File: config.mk
export PLATFORM = sky130hd
export DESIGN_NAME = vga_plot_fifo
export DESIGN_NICKNAME = d
export VERILOG_FILES = /design/src/rtl/vga_plot_fifo.sv
export SDC_FILE = /design/constraint.sdc
export NUM_CORES = 1
export LEC_CHECK = 0
export BUFFER_PORTS_ARGS = -buffer_cell sky130_fd_sc_hd__buf_2
export CAP_MARGIN = 20
export CORE_MARGIN = 1
export CORE_UTILIZATION = 50
export CTS_BUF_LIST = sky130_fd_sc_hd__clkbuf_2
export DETAILED_ROUTE_END_ITERATION = 8
export GPL_ROUTABILITY_DRIVEN = 0
export PLACE_DENSITY = 0.65
export SYNTH_ARGS = -nofsm -noshare
export SYNTH_HDL_FRONTEND = slang
export SYNTH_SLANG_ARGS = --single-unit
File: constraint.sdc
create_clock -name clk -period 7.6 [get_ports clk]
set_clock_uncertainty 0.05 [all_clocks]
set_input_delay 1.52 -clock clk [delete_from_list [all_inputs] [get_ports clk]]
set_output_delay 1.52 -clock clk [all_outputs]
set_load 0.005 [all_outputs]
File: src/rtl/vga_plot_fifo.sv
// Purpose: clip drawing-engine pixel plots to the screen and buffer on-screen pixels for the VGA adapter.
// Latency: a pixel accepted at edge N is presented on out_* with out_plot=1 after edge N, and can be popped at edge N+1.
// Backpressure: in_ready is low only when the FIFO is full; out_ready low holds the head entry stable.
//
// Ports:
//   clk, rst_n                    single clock; asynchronous active-low reset
//   in_x/in_y/in_colour/in_plot   upstream pixel and valid; in_ready is the upstream ready
//   out_x/out_y/out_colour        head-of-FIFO pixel; out_plot is valid, out_ready is the downstream accept
//   clear_stats                   synchronous clear of both statistics counters
//   written_count, clipped_count  saturating counts of popped pixels and of clipped pixels

// Generic synchronous FIFO: one write port and one read port, registered occupancy count.
// Latency: written data is visible at the read port one edge after the write.
// Backpressure: wr_rdy depends only on the registered count, so a read never opens a write in the same cycle.
module fifo #(
    parameter int WIDTH = 8,
    parameter int DEPTH = 8
) (
    input  logic                       clk,
    input  logic                       rst_n,
    input  logic                       wr_vld,
    input  logic [WIDTH-1:0]           wr_dat,
    output logic                       wr_rdy,
    output logic                       rd_vld,
    output logic [WIDTH-1:0]           rd_dat,
    input  logic                       rd_rdy,
    output logic [$clog2(DEPTH):0]     count
);
    localparam int AW = $clog2(DEPTH);
    localparam logic [AW:0] FULL_C = (AW+1)'(DEPTH);

    logic [WIDTH-1:0] mem [DEPTH];
    logic [AW-1:0]    wr_ptr;
    logic [AW-1:0]    rd_ptr;
    logic             push;
    logic             pop;

    assign wr_rdy = (count != FULL_C);
    assign rd_vld = (count != '0);
    assign push   = wr_vld && wr_rdy;
    assign pop    = rd_vld && rd_rdy;

    // The head slot is always presented, so the storage is reset to give
    // all-zero read data straight out of reset.
    assign rd_dat = mem[rd_ptr];

    always_ff @(posedge clk or negedge rst_n) begin
        if (!rst_n) begin
            for (int i = 0; i < DEPTH; i++) begin
                mem[i] <= '0;
            end
        end else if (push) begin
            mem[wr_ptr] <= wr_dat;
        end
    end

    // Pointers wrap naturally because DEPTH is a power of two.
    always_ff @(posedge clk or negedge rst_n) begin
        if (!rst_n) begin
            wr_ptr <= '0;
            rd_ptr <= '0;
            count  <= '0;
        end else begin
            if (push) begin
                wr_ptr <= wr_ptr + 1'b1;
            end
            if (pop) begin
                rd_ptr <= rd_ptr + 1'b1;
            end
            case ({push, pop})
                2'b10:   count <= count + 1'b1;
                2'b01:   count <= count - 1'b1;
                default: count <= count;
            endcase
        end
    end
endmodule

module vga_plot_fifo #(
    parameter int DEPTH    = 8,
    parameter int SCREEN_W = 160,
    parameter int SCREEN_H = 120
) (
    input  logic        clk,
    input  logic        rst_n,
    input  logic [7:0]  in_x,
    input  logic [6:0]  in_y,
    input  logic [2:0]  in_colour,
    input  logic        in_plot,
    output logic        in_ready,
    output logic [7:0]  out_x,
    output logic [6:0]  out_y,
    output logic [2:0]  out_colour,
    output logic        out_plot,
    input  logic        out_ready,
    input  logic        clear_stats,
    output logic [15:0] written_count,
    output logic [15:0] clipped_count
);
    typedef struct packed {
        logic [7:0] x;
        logic [6:0] y;
        logic [2:0] colour;
    } pix_t;

    localparam logic [7:0] W_LIM = 8'(SCREEN_W);
    localparam logic [6:0] H_LIM = 7'(SCREEN_H);

    pix_t                   in_dat;
    pix_t                   out_dat;
    logic                   in_bounds;
    logic                   accept;
    logic                   pop;
    logic [$clog2(DEPTH):0] count;

    assign in_dat    = '{x: in_x, y: in_y, colour: in_colour};
    assign in_bounds = (in_x < W_LIM) && (in_y < H_LIM);

    // An off-screen pixel still completes the upstream handshake; it simply
    // never reaches the FIFO write port.
    assign accept = in_plot && in_ready;
    assign pop    = out_plot && out_ready;

    fifo #(
        .WIDTH ($bits(pix_t)),
        .DEPTH (DEPTH)
    ) u_fifo (
        .clk    (clk),
        .rst_n  (rst_n),
        .wr_vld (in_plot && in_bounds),
        .wr_dat (in_dat),
        .wr_rdy (in_ready),
        .rd_vld (out_plot),
        .rd_dat (out_dat),
        .rd_rdy (out_ready),
        .count  (count)
    );

    assign out_x      = out_dat.x;
    assign out_y      = out_dat.y;
    assign out_colour = out_dat.colour;

    // Statistics: clear takes priority over a same-cycle increment.
    always_ff @(posedge clk or negedge rst_n) begin
        if (!rst_n) begin
            written_count <= '0;
            clipped_count <= '0;
        end else if (clear_stats) begin
            written_count <= '0;
            clipped_count <= '0;
        end else begin
            if (pop && (written_count != 16'hFFFF)) begin
                written_count <= written_count + 16'd1;
            end
            if (accept && !in_bounds && (clipped_count != 16'hFFFF)) begin
                clipped_count <= clipped_count + 16'd1;
            end
        end
    end
endmodule

==> results.yml <==
global_routing:
  overflow: 0
  first_global_vias: 5933
  maximum_number_of_pins_on_one_net_before_global_route_repair: 109
  grt_pass1_wl_um: 31600
  groute.usage.overall_pct: 22.5
  number_of_antenna_violations_at_the_first_check_in_global_routing: 1
routing:
  aggregate_routed_wire_length_um: 18900
  dr_total_vias: 5558
  routedWlPerCell_um: 20.0
  drtPass1Iterations: 4
  drt_first_iter_violations: 307
  vias_per_cell: 5.90
  drt_drc_violations_left: 0
  drt.antenna.violating_nets: 0
cts:
  cts_root_buffer: "clkbuf_2"
  cts.hold.buffers_added: 0
  clock_latency_ps: 760
  tritoncts: "yes"
  cts.clk_slew.worst_paths_ps: 210
  post_cts.resized_instances: 0
  cts_setup_buffers: 0
  clock_tree.buffer_depth: 2
  cts_inserted_buffers: 17
  tritoncts_num_sinks: 186
  htree_num_levels: 4
finish:
  nets: 733
  area.growth.synth_to_final_pct: 8.49
  finalCoreUtilization_pct: 56.1
  commonest_non_fill_non_tap_cell_in_the_layout: "dfrtp_1"
  fill_cells: 1476
  post_route_cells_drive_above_1_share_pct: 46.8
  layout.cells.most_common_list: "185 x dfrtp_1, 176 x mux2_2, 73 x buf_2"
setup_path:
  worstPathRequired_ps: 6030
  timing.critical_path.fanout_max: 21
  criticalPathCategory: "register to primary output"
  cp-end-kind: "primary output"
  cp_data_arrival_time_ps: 2980
  worst_setup_path_start_kind: "register"
floorplan:
  floorplan.rows: 48
  io_pins: 75
  die_height_um: 136
  core_um2: 17400
  die_area_um2: 18500
  chip_width_um: 136
  starting_utilization_of_the_core_area_pct: 51.7
logic_synthesis:
  synth.lib_cells_used.distinct: 53
  ys_async_sr_fraction_pct: 100
  synth-warning-count: 0
  post_synth_instance_area_um2: 9000
  synth_area_leaders: "dfrtp_1 52%, mux2_2 22%, mux4_2 9.0%"
  synth-edff-count: 0
  sequential_to_total_area_share_from_yosys_stat_pct: 51.7
  syn_inst: 637
  postSynthAreaPerCell_um2: 14.1
  postSynth.topFlopCell: "dfrtp_1"
  synth-seq-cells: 186
  mappedNetlistNets: 667
  post-synth-top-area-fraction_pct: 51.7
  yosysTopAreaCell: "dfrtp_1"
place:
  dp.final_hpwl_um: 12200
  port-buffer-count: 74
power_and_ir_drop:
  power_density_cells_nw_per_um2: 352
  sequentialPowerShare_pct: 48.7
  power.share.combinational_pct: 38.5
  power.switching_mw: 1.10
  vdd_drop_max_uv: 165
  power.share.switching_pct: 31.9
  clkPwrFrac_pct: 12.8
  internal_power_mw: 2.35
  leakage_power_total_nw: 4.30
timing:
  rsz_0062_raised_after_global_routing: "false"
  tightest_pin_transition_ps: 1100
  timing.final.hold_violations: 0
  finalCriticalPeriod_ps: 4550
  maxSlewViolCount: 0
  tns_ps: 0
  final_min_period_over_clock_period_pct: 59.9
  setup_viol: 0
  relSlewSlack_pct: 26.5
  fmax_achieved_ghz: 0.220
min_path:
  min_path_type: "register to register"
run_status:
  outcome: "finished clean"
run:
  timing.max_cap.violations: 0
==> routing by layer <==
metal	global-route usage [%]	part of all wire (%)
met5	0	0
met4	8.64	2.1
met3	4.18	3.3
met1	29.7	44
met2	36.8	50
==> final timing paths <==
kind | start | end | depth (start not counted) | slack (ps)
max | u_fifo.rd_ptr[1] | out_x[2] | 4 | 3050
min | u_fifo.mem[98] | u_fifo.mem[98] | 1 | 480
max reg2reg | u_fifo.count[1] | u_fifo.mem[8] | 5 | 4770
min reg2reg | u_fifo.mem[98] | u_fifo.mem[98] | 1 | 480
max in group asynchronous | rst_n | u_fifo.rd_ptr[0] | 3 | 5140
min in group asynchronous | rst_n | written_count[14] | 1 | 550
==> stage by stage <==
stage               cells  worst slack, ps  hold slack (ps)  total power, mW  area [um2]
global route          942             2890              482             3.68        9770
finish                942             3050              479             3.44        9770
floorplan             637             4090              419             2.64        9000
detailed placement    908             3440              441             3.05        9540
global placement      907             3520              432             2.96        9530
CTS                   940             2960              487             3.49        9740
==> state kept, by name (all words and copies together) (netlist names) <==
name,count
u_fifo.mem,144
clipped_count,16
u_fifo.count,4
written_count,16
u_fifo.rd_ptr,3
u_fifo.wr_ptr,3
==> critical path: stages, from the launching register on <==
cell and delay (ps):
dfrtp_1 980, buf_4 460, mux4_2 370, mux2_2 290
buf_2 140
==> power by group through the flow <==
stage	clock, mW	sequential (mW)	combinational, mW
global placement	0	1.66	1.30
detailed placement	0	1.70	1.35
CTS	0.462	1.68	1.35
global route	0.500	1.73	1.45
finish	0.442	1.67	1.32
floorplan	0	1.54	1.10
==> cell type report <==
class	count	area [um2]	area share, %
clock inverter	14	105	1.08
antenna	1	2.50	0.0256
clock buffer	18	90.1	0.922
timing repair buffer	82	457	4.68
sequential	186	4660	47.7
inverter	8	37.5	0.384
multi-input combinational	408	4140	42.4
tap	225	282	2.88
==> kinds of logic (layout without fill, tap and decap cells) <==
family / Yosys count / count (layout) / share of synthesized area, %
AOI/OAI and AO/OA: 47 / 47 / 3.31
xor gates and xnor gates: 9 / 9 / 0.876
adders and majority gates: 7 / 7 / 0.973
buffers and inverters: 43 / 122 / 2.40
DFF: 186 / 186 / 51.7
muxes: 214 / 214 / 31.2
other: 0 / 1 / 0
and+or+nand+nor: 131 / 131 / 9.48
==> cell usage after synthesis, types with 2 or more instances <==
master	count
nand2_1	20
buf_6	4
dfrtp_1	186
mux2_2	176
o21ai_0	8
o41ai_1	2
and3_1	7
ha_1	7
nor3_1	5
and2_1	4
or3_1	2
nor4_1	5
mux2i_1	2
a211oi_1	3
and2_0	2
nand4_1	10
o31ai_1	9
nor2b_1	15
nor4b_4	2
a31oi_1	2
xnor2_1	4
nor2_1	17
mux4_2	36
nand4b_2	2
inv_1	7
a21oi_1	17
nand3_1	9
buf_4	2
xor2_1	5
or4_1	10
clkbuf_1	16
buf_2	8
buf_1	5
and4_1	9
Power figures use the tool's default switching activity.
